File: src/rtl/key_pkg.sv
// Shared types and constants for the key conditioner and its per-button channels.
package key_pkg;

   // Per-channel press/repeat FSM states.
   typedef enum logic [1:0] {
      IDLE   = 2'd0,
      WAIT   = 2'd1,
      REPEAT = 2'd2
   } key_state_e;

   // Bit positions of each button in the held vector and internal buses.
   localparam int KEY_UP    = 3;
   localparam int KEY_RIGHT = 2;
   localparam int KEY_DOWN  = 1;
   localparam int KEY_LEFT  = 0;
   localparam int NUM_KEYS  = 4;

endpackage

File: src/rtl/key_channel.sv
// One button: two-flop synchronizer, debounce filter, and press/auto-repeat FSM
// producing single-cycle strobes. Next-state values of the stable level and the
// strobe are exported so the top can register held/any_key on the same edge.
module key_channel
   import key_pkg::*;
#(
   parameter int DB_CYCLES     = 1_000_000,
   parameter bit REPEAT_EN     = 1'b1,
   parameter int REPEAT_DELAY  = 50_000_000,
   parameter int REPEAT_PERIOD = 10_000_000
) (
   input  logic clk,
   input  logic rst_n,
   input  logic key_raw,
   output logic st_d,
   output logic strobe_d,
   output logic strobe_q
);

   localparam int RPT_MAX = (REPEAT_DELAY > REPEAT_PERIOD) ? REPEAT_DELAY : REPEAT_PERIOD;
   localparam int DW      = $clog2(DB_CYCLES) + 1;
   localparam int RW      = $clog2(RPT_MAX) + 1;

   localparam logic [DW-1:0] DB_LAST     = DW'(DB_CYCLES - 1);
   localparam logic [RW-1:0] DELAY_LAST  = RW'(REPEAT_DELAY - 1);
   localparam logic [RW-1:0] PERIOD_LAST = RW'(REPEAT_PERIOD - 1);

   logic [1:0]    sync_d, sync_q;
   logic          s;
   logic [DW-1:0] dcnt_d, dcnt_q;
   logic          st_q;
   logic [RW-1:0] rcnt_d, rcnt_q;
   logic          rise, fall;
   key_state_e    state_d, state_q;

   assign s = sync_q[1];

   // Debounce: count consecutive cycles where s disagrees with st; accept after DB_CYCLES.
   always_comb begin
      // NOTE: every signal gets a default first so no path leaves it unassigned (no latches).
      dcnt_d = dcnt_q;
      st_d   = st_q;
      rise   = 1'b0;
      fall   = 1'b0;
      sync_d = {sync_q[0], key_raw};
      if (s == st_q) begin
         dcnt_d = '0;
      end else if (dcnt_q == DB_LAST) begin
         st_d   = s;
         dcnt_d = '0;
         rise   = s;
         fall   = ~s;
      end else begin
         dcnt_d = dcnt_q + 1'b1;
      end
   end

   // FSM next state: a release (fall) always wins over a repeat falling due.
   always_comb begin
      state_d = state_q;
      case (state_q)
         IDLE:    if (rise) state_d = WAIT;
         WAIT: begin
            if (fall)                                   state_d = IDLE;
            else if (REPEAT_EN && (rcnt_q == DELAY_LAST)) state_d = REPEAT;
         end
         REPEAT:  if (fall) state_d = IDLE;
         default: state_d = IDLE;
      endcase
   end

   // FSM outputs: strobe on press, after the initial delay, then every period.
   always_comb begin
      rcnt_d   = rcnt_q;
      strobe_d = 1'b0;
      case (state_q)
         IDLE: begin
            rcnt_d   = '0;
            strobe_d = rise;
         end
         WAIT: begin
            if (fall) begin
               rcnt_d = '0;
            end else if (REPEAT_EN) begin
               if (rcnt_q == DELAY_LAST) begin
                  strobe_d = 1'b1;
                  rcnt_d   = '0;
               end else begin
                  rcnt_d = rcnt_q + 1'b1;
               end
            end
         end
         REPEAT: begin
            if (fall) begin
               rcnt_d = '0;
            end else if (rcnt_q == PERIOD_LAST) begin
               strobe_d = 1'b1;
               rcnt_d   = '0;
            end else begin
               rcnt_d = rcnt_q + 1'b1;
            end
         end
         default: rcnt_d = '0;
      endcase
   end

   // FSM state register.
   always_ff @(posedge clk or negedge rst_n) begin
      if (!rst_n) state_q <= IDLE;
      else        state_q <= state_d;
   end

   // Datapath registers: synchronizer, debounce counter, stable level, repeat counter, strobe.
   always_ff @(posedge clk or negedge rst_n) begin
      // NOTE: non-blocking so every flop samples the values from before this edge.
      if (!rst_n) begin
         sync_q   <= '0;
         dcnt_q   <= '0;
         st_q     <= 1'b0;
         rcnt_q   <= '0;
         strobe_q <= 1'b0;
      end else begin
         sync_q   <= sync_d;
         dcnt_q   <= dcnt_d;
         st_q     <= st_d;
         rcnt_q   <= rcnt_d;
         strobe_q <= strobe_d;
      end
   end

endmodule

File: src/rtl/key_conditioner.sv
// Four independent button channels feeding U/R/D/L strobes, plus the debounced
// held levels and an any_key strobe registered on the same edge as the strobes.
module key_conditioner
   import key_pkg::*;
#(
   parameter int DB_CYCLES     = 1_000_000,
   parameter bit REPEAT_EN     = 1'b1,
   parameter int REPEAT_DELAY  = 50_000_000,
   parameter int REPEAT_PERIOD = 10_000_000
) (
   input  logic       clk,
   input  logic       clr,
   input  logic       up,
   input  logic       right,
   input  logic       down,
   input  logic       left,
   output logic       U,
   output logic       R,
   output logic       D,
   output logic       L,
   output logic [3:0] held,
   output logic       any_key
);

   logic [NUM_KEYS-1:0] raw;
   logic [NUM_KEYS-1:0] st_d;
   logic [NUM_KEYS-1:0] strobe_d;
   logic [NUM_KEYS-1:0] strobe_q;
   logic [NUM_KEYS-1:0] held_d, held_q;
   logic                any_key_d, any_key_q;

   assign raw[KEY_UP]    = up;
   assign raw[KEY_RIGHT] = right;
   assign raw[KEY_DOWN]  = down;
   assign raw[KEY_LEFT]  = left;

   for (genvar i = 0; i < NUM_KEYS; i++) begin : g_ch
      key_channel #(
         .DB_CYCLES     (DB_CYCLES),
         .REPEAT_EN     (REPEAT_EN),
         .REPEAT_DELAY  (REPEAT_DELAY),
         .REPEAT_PERIOD (REPEAT_PERIOD)
      ) u_ch (
         .clk      (clk),
         .rst_n    (clr),
         .key_raw  (raw[i]),
         .st_d     (st_d[i]),
         .strobe_d (strobe_d[i]),
         .strobe_q (strobe_q[i])
      );
   end

   // Held levels and any_key are taken from the channels' next values so they align with the strobes.
   always_comb begin
      held_d    = st_d;
      any_key_d = |strobe_d;
   end

   // Output registers for held and any_key.
   always_ff @(posedge clk or negedge clr) begin
      if (!clr) begin
         held_q    <= '0;
         any_key_q <= 1'b0;
      end else begin
         held_q    <= held_d;
         any_key_q <= any_key_d;
      end
   end

   assign U       = strobe_q[KEY_UP];
   assign R       = strobe_q[KEY_RIGHT];
   assign D       = strobe_q[KEY_DOWN];
   assign L       = strobe_q[KEY_LEFT];
   assign held    = held_q;
   assign any_key = any_key_q;

endmodule

File: config.mk
export PLATFORM = sky130hd
export DESIGN_NAME = key_conditioner
export DESIGN_NICKNAME = d
export VERILOG_FILES = /design/src/rtl/key_pkg.sv /design/src/rtl/key_channel.sv /design/src/rtl/key_conditioner.sv
export SDC_FILE = /design/constraint.sdc
export NUM_CORES = 1
export LEC_CHECK = 0
export ABC_AREA = 1
export BUFFER_PORTS_ARGS = -buffer_cell sky130_fd_sc_hd__buf_2
export CAP_MARGIN = 30
export CORE_MARGIN = 3
export CORE_UTILIZATION = 45
export CTS_CLUSTER_DIAMETER = 120
export DETAILED_ROUTE_END_ITERATION = 8
export GPL_TIMING_DRIVEN = 0
export MAX_ROUTING_LAYER = met4
export SKIP_LAST_GASP = 1
export SYNTH_ARGS = -nofsm -noshare
export SYNTH_HDL_FRONTEND = slang
export SYNTH_SLANG_ARGS = --single-unit
File: constraint.sdc
create_clock -name clk -period 2.7 [get_ports clk]
set_clock_uncertainty 0.2 [all_clocks]
set_input_delay 0.405 -clock clk [delete_from_list [all_inputs] [get_ports clk]]
set_output_delay 0.405 -clock clk [all_outputs]
set_load 0.02 [all_outputs]
=== Word-level counts from Yosys, hierarchy flattened ===
Index checks and enable logic that the tools add are counted.

* Bits in registers: 221

* Add/subtract/negate cells: 8
* Equal/unequal tests: 36
* Mux-type cells: 92
* Bitwise logic cells: 4
* Reduce and logical (&&, ||, !) cells: 9

{| class="wikitable"
|+ Operators by type and width
! kind !! count
|-
| 27-bit two-way mux || 16
|-
| 27-bit case mux with 2 select lines || 4
|-
| 21-bit two-way mux || 8
|-
| 27-bit by 1-bit adder with 27-bit output (second input constant) || 4
|-
| 27-bit by 24-bit equality test with 1-bit output (second input constant) || 4
|-
| 27-bit by 26-bit equality test with 1-bit output (second input constant) || 4
|-
| 21-bit by 1-bit adder with 21-bit output (second input constant) || 4
|-
| 21-bit by 20-bit equality test with 1-bit output (second input constant) || 4
|-
| 1-bit two-way mux || 40
|-
| 2-bit two-way mux || 16
|-
| 2-bit case mux with 3 select lines || 4
|-
| 2-bit by 1-bit inequality test with 1-bit output (second input constant) || 8
|-
| 3-bit by 1-bit inequality test with 1-bit output (second input constant) || 4
|-
| 1-bit case mux with 3 select lines || 4
|-
| 3-bit AND reduction || 4
|-
| 2-bit by 1-bit equality test with 1-bit output (second input constant) || 4
|-
| 2-bit equality test (second input constant) || 4
|-
| 2-bit zero test || 4
|-
| 1-bit equality test || 4
|-
| 1-bit inverter || 4
|-
| 4-bit OR reduction || 1
|}

=== Logic depth before layout (Yosys ltp) ===
* Depth after elaboration: 6
* Depth in mapped cells: 13
* Mapped depth without buffers: 13

=== Cells and area by module ===
A second synthesis with hierarchy kept.

* Cells, all modules: 1,719
* Area, all modules: 12,906.1 um^2

{| class="wikitable"
|+ Modules (own cells, without submodules)
! module !! times used !! cells an instance !! area an instance (um^2)
|-
| key_channel (g_ch[0].u_ch ...) || 3 || 426 || 3,196.8
|-
| key_channel (g_ch[3].u_ch) || 1 || 433 || 3,179.3
|-
| key_conditioner || 1 || 8 || 136.4
|}

=== Least setup slack after synthesis ===
Ideal clock, no wire load.

* Path kind: register to register
* Start point: register g_ch[0].u_ch.rcnt_q[0]
* End point: register g_ch[0].u_ch.rcnt_q[19]
* Library setup time: 0.118 ns
* Arrival time: 1.609 ns
* Slack: 0.773 ns
* Stages on the path, launching flop included: 11
* Buffers on the path: 1
* Period minus slack after synthesis: 1.927 ns
* Path through: dfrtp_1 ha_1 nand2_1 nor2_2 nand3_1 nor3_1 nand3b_2 nand2_2 nand2_4 buf_6 nor2_1

* Cells in the longest elaborated chain, start to end: 4
* Elaborated cells between the ends (all ways): 8
* Those cells by class: 1 x add/sub; 2 x eq/ne; 5 x mux

{| class="wikitable"
|+ RTL lines
! item !! RTL line !! source
|-
| start, declared || key_channel.sv:32 || <nowiki>logic [RW-1:0] rcnt_d, rcnt_q;</nowiki>
|-
| start signal, assigned || key_channel.sv:126 || <nowiki>rcnt_q <= rcnt_d;</nowiki>
|-
| 27-bit by 1-bit adder with 27-bit output (tied with other cells) || key_channel.sv:89, key_channel.sv:100 ||
|-
| 27-bit two-way mux, on equally long branches || key_channel.sv:96, key_channel.sv:85 ||
|-
| 27-bit two-way mux, on equally long branches || key_channel.sv:94, key_channel.sv:82 ||
|-
| 27-bit case mux with 2 select lines * || key_channel.sv:76 || <nowiki>case (state_q)</nowiki>
|-
| via g_ch[0].u_ch.rcnt_d[19] || key_channel.sv:32 ||
|}

Mark *: on every way through the listed nets, which the timed path passes. The rest lies on a longest branch.
A chain may end at the register's enable or synchronous reset.

=== Final worst setup path ===
* Start point: register g_ch[0].u_ch.rcnt_q[0]
* End point: register g_ch[0].u_ch.rcnt_q[8]

The elaborated chain is that of the path after synthesis.

==> key figures <==
Logic synthesis
  • Simple-gate share of the synthesized area: 0.330
  • Largest family of logic cells by synthesized area: simple AND/OR/NAND/NOR gates
  • Adder-Cell Fraction of Synth Area: 0.0246
  • Synth Area in XOR/XNOR: 0.0523
  • Mux contribution to synthesized area: 0
  • FFs w/ async S/R, synth: 1.00
  • Synthesized flop and latch total: 217
  • Synth unique cells: 39
  • Compound-Gate Fraction of Synth Area: 0.0633
  • Primary FF master, synth: dfrtp_1
  • Mapped cell area: roughly 12000 um2
  • Syn Inst Count: roughly 1600
  • Syn nets: about 1600
  • Register area share after synthesis: 0.444
  • Yosys warns: 0
  • Mean post-synth cell area: 7.63 um2
  • Post-synth EDFFs: 0

Routing
  • Final WL: 26000 um
  • Via density: about 5
  • Number of DRC markers in iteration 0: 651
  • DR DRC count: 0
  • 1st-pass router iterations: 5
  • Drt wl/cell: roughly 13 um
  • Vias: a little over 10000
  • Antenna viol nets, final: 0

Setup path
  • Critical path class: register to register
  • Crit path DAT: around 2.5 ns
  • Levels on crit path: 10
  • CP Max Fanout: 10
  • Req. time, crit path: just under 3 ns
  • Critical Path Source: g_ch[0].u_ch.rcnt_q[0]
  • FF-to-FF path depth: 10
  • Setup crit end: g_ch[0].u_ch.rcnt_q[8]
  • R2R Setup Slk: between 0.3 and 0.4 ns
  • Kind of cell adding the most delay to the critical path: simple AND/OR/NAND/NOR gates
  • CP peak stage delay: 0.38 ns
  • Cells along the critical path: ha_1 -> nand2_1 -> nor2_2 -> nand3_1 -> nor3_1 -> nand3b_2 -> nand2_2 -> nand2_4 -> buf_6 -> nor2_1
  • WP buf/inv: 1
  • CP max stage cell: dfrtp_1
  • Worst Setup Start Kind: register
  • Reg2reg start: g_ch[0].u_ch.rcnt_q[0]
  • RR Endpoint: g_ch[0].u_ch.rcnt_q[8]
  • CP endpoint kind: register

Power and ir drop
  • Pwr Density: ~510 nW/um2
  • Clock share of power: 0.510
  • Pwr Total: roughly 7.0 mW
  • Max IR drop VDD: about 420 uV
  • Pleak: ~6.0 nW
  • Reg power frac: 0.469
  • Switching share of power: 0.212
  • Switch Pwr: approximately 1.5 mW
  • P_int: 5.52 mW
  • Combinational power share: 0.021

Timing
  • Setup violators final: 0
  • Max Transition Viols Final: 0
  • Tcrit/Tclk final: 0.861
  • Slew margin rel.: 0.663
  • Setup slack after layout: 0.375 ns
  • Maximum clock frequency: 430 MHz
  • Unrepaired setup endpoints after global routing: no
  • Final hold vios: 0
  • Worst-Margin Slew: between 0.5 and 0.6 ns
  • Period minus WS final: between 2 and 2.5 ns
  • Hold Worst Slack: between 0.1 and 0.15 ns

Placed design
  • DP Worst Slack: 0.372 ns
  • HPWL Detailed: 19000 um
  • IO Port Bufs: 14
  • Placer Congestion: 0.953

Clocking
  • Clock Latency Late Sink: roughly 0.53 ns
  • H-tree Lvls: 1
  • CTS sink cnt: about 220
  • CTS tree: done
  • Clock buffer count from CTS: 26
  • Root Buffer: clkbuf_16
  • Max Buffers Root-to-Sink: 3
  • Clock-pin transition on the worst setup and hold timing paths: 0.06 ns

Cells and area
  • Layout overhead on the synthesized area: 12.2%
  • Fill cells: ~2600
  • Multi-input gate area: between 5000 and 6000 um2
  • Antenna fix cells: 0
  • Nets: around 1700
  • Commonest non-fill, non-tap cell in the layout: nor2_1
  • Final Util: 0.520
  • Register area: ~5400 um2
  • Most frequent cells in the layout: nor2_1, nand2_1, inv_1, dfrtp_1, nand3_1
  • Ratio of cells with drive above 1 in the final layout: 0.0797

GRT
  • Vias in the first global route: 9955
  • Largest net degree at the start of global routing: 89
  • Grt ovf: 0
  • Initial antenna violation count: 0
  • First-pass GRT wire length: between 40000 and 50000 um
  • Total track usage: 0.190

Min path
  • Worst Hold Class: register to register

Die
  • Initial Utilization: 0.464
  • Num rows: ~60
  • Die height: approximately 170 um
  • Core ar.: ~26000 um2
  • Die W: 171 um
  • IO Pins: 15
  • Die area: 29200 um2

Flow run
  • Max Cap Violations: 0

Status
  • Outcome: finished clean
through the flow:
stage	std cells	setup TNS [ns]	instance area, um2
5_1_grt	2004	0	13700
6_report	2004	0	13700
2_1_floorplan	1602	0	12200
4_1_cts	2004	0	13700
3_5_place_dp	1953	0	12800
3_3_place_gp	1951	-622.23	12700
worst min path at each step:
stage / end / slack (ns) / depth (start not counted) / start
6_report: g_ch[2].u_ch.sync_q[1] / 0.15 / 0 / g_ch[2].u_ch.sync_q[0]
5_1_grt: g_ch[1].u_ch.sync_q[1] / 0.16 / 0 / g_ch[1].u_ch.sync_q[0]
4_1_cts: g_ch[2].u_ch.sync_q[1] / 0.15 / 0 / g_ch[2].u_ch.sync_q[0]
3_5_place_dp: g_ch[2].u_ch.sync_q[1] / 0.14 / 0 / g_ch[2].u_ch.sync_q[0]
3_3_place_gp: g_ch[2].u_ch.sync_q[1] / 0.13 / 0 / g_ch[2].u_ch.sync_q[0]
2_1_floorplan: any_key / -0.09 / 0 / clr
layer usage:
metal | vias to the layer above | global-route usage | wire, um
li1 | 5238 | - | -
met1 | 4691 | 0.271 | 13100
met2 | 177 | 0.290 | 11300
met3 | 40 | 0.0233 | 1020
met4 | 0 | 0.0448 | 590
met5 | - | - | 0
state kept, by name, indices dropped and copies added (netlist names):
register / cells
any_key: 1
g_ch.u_ch.dcnt_q: 84
g_ch.u_ch.rcnt_q: 108
g_ch.u_ch.state_q: 8
g_ch.u_ch.strobe_q: 4
g_ch.u_ch.sync_q: 8
held: 4
Yosys cell counts, drive strengths merged, types with 4 or more instances:
| master | number | area (um2) |
|---|---|---|
| a31oi | 11 | 68.8 |
| nor3 | 68 | 380 |
| nand3 | 114 | 601 |
| nor4 | 12 | 75.1 |
| ha | 24 | 300 |
| o21a | 7 | 52.6 |
| xor2 | 60 | 526 |
| dfrtp | 217 | 5430 |
| inv | 242 | 908 |
| buf | 16 | 140 |
| a21oi | 36 | 180 |
| a211oi | 5 | 37.5 |
| nor3b | 8 | 60.1 |
| nor2 | 337 | 1350 |
| o21ai | 72 | 387 |
| and2 | 4 | 25.0 |
| nand2 | 286 | 1110 |
| nand3b | 5 | 41.3 |
| nand4 | 55 | 357 |
| xnor2 | 13 | 114 |
logic make-up (layout without fill, tap and decap cells):
family                     Yosys count  after routing
buffers and inverters              258            325
and+or+nand+nor                    893            893
adders and majority gates           24             24
AOI/OAI and AO/OA                  137            137
DFF                                217            217
xor gates and xnor gates            73             73
timing repair:
action / 4_1_cts / 5_1_grt
gates resized for setup: 0 / 0
buffers inserted: 0 / 0
endpoints found under the hold margin: 58 / 0
hold buffers: 5 / 0
area by class of cell:
class | instances | share of cell area
plain buffers | 16 | 0.0102
repair buffers | 21 | 0.0135
well taps | 335 | 0.0306
flip-flops and latches | 217 | 0.396
clock inverters | 12 | 0.0107
multi-input cells | 1127 | 0.419
inverters | 242 | 0.0662
clock buffers | 34 | 0.0541
power by group through the flow:
stage / clock (mW) / sequential, mW / combinational, mW
after CTS: 3.70 / 3.29 / 0.157
final: 3.58 / 3.29 / 0.148
after global routing: 3.84 / 3.29 / 0.177
after floorplan: 0 / 3.34 / 0.0523
after global placement: 0 / 3.35 / 0.136
after detailed placement: 0 / 3.34 / 0.151
Power figures use the tool's default switching activity.
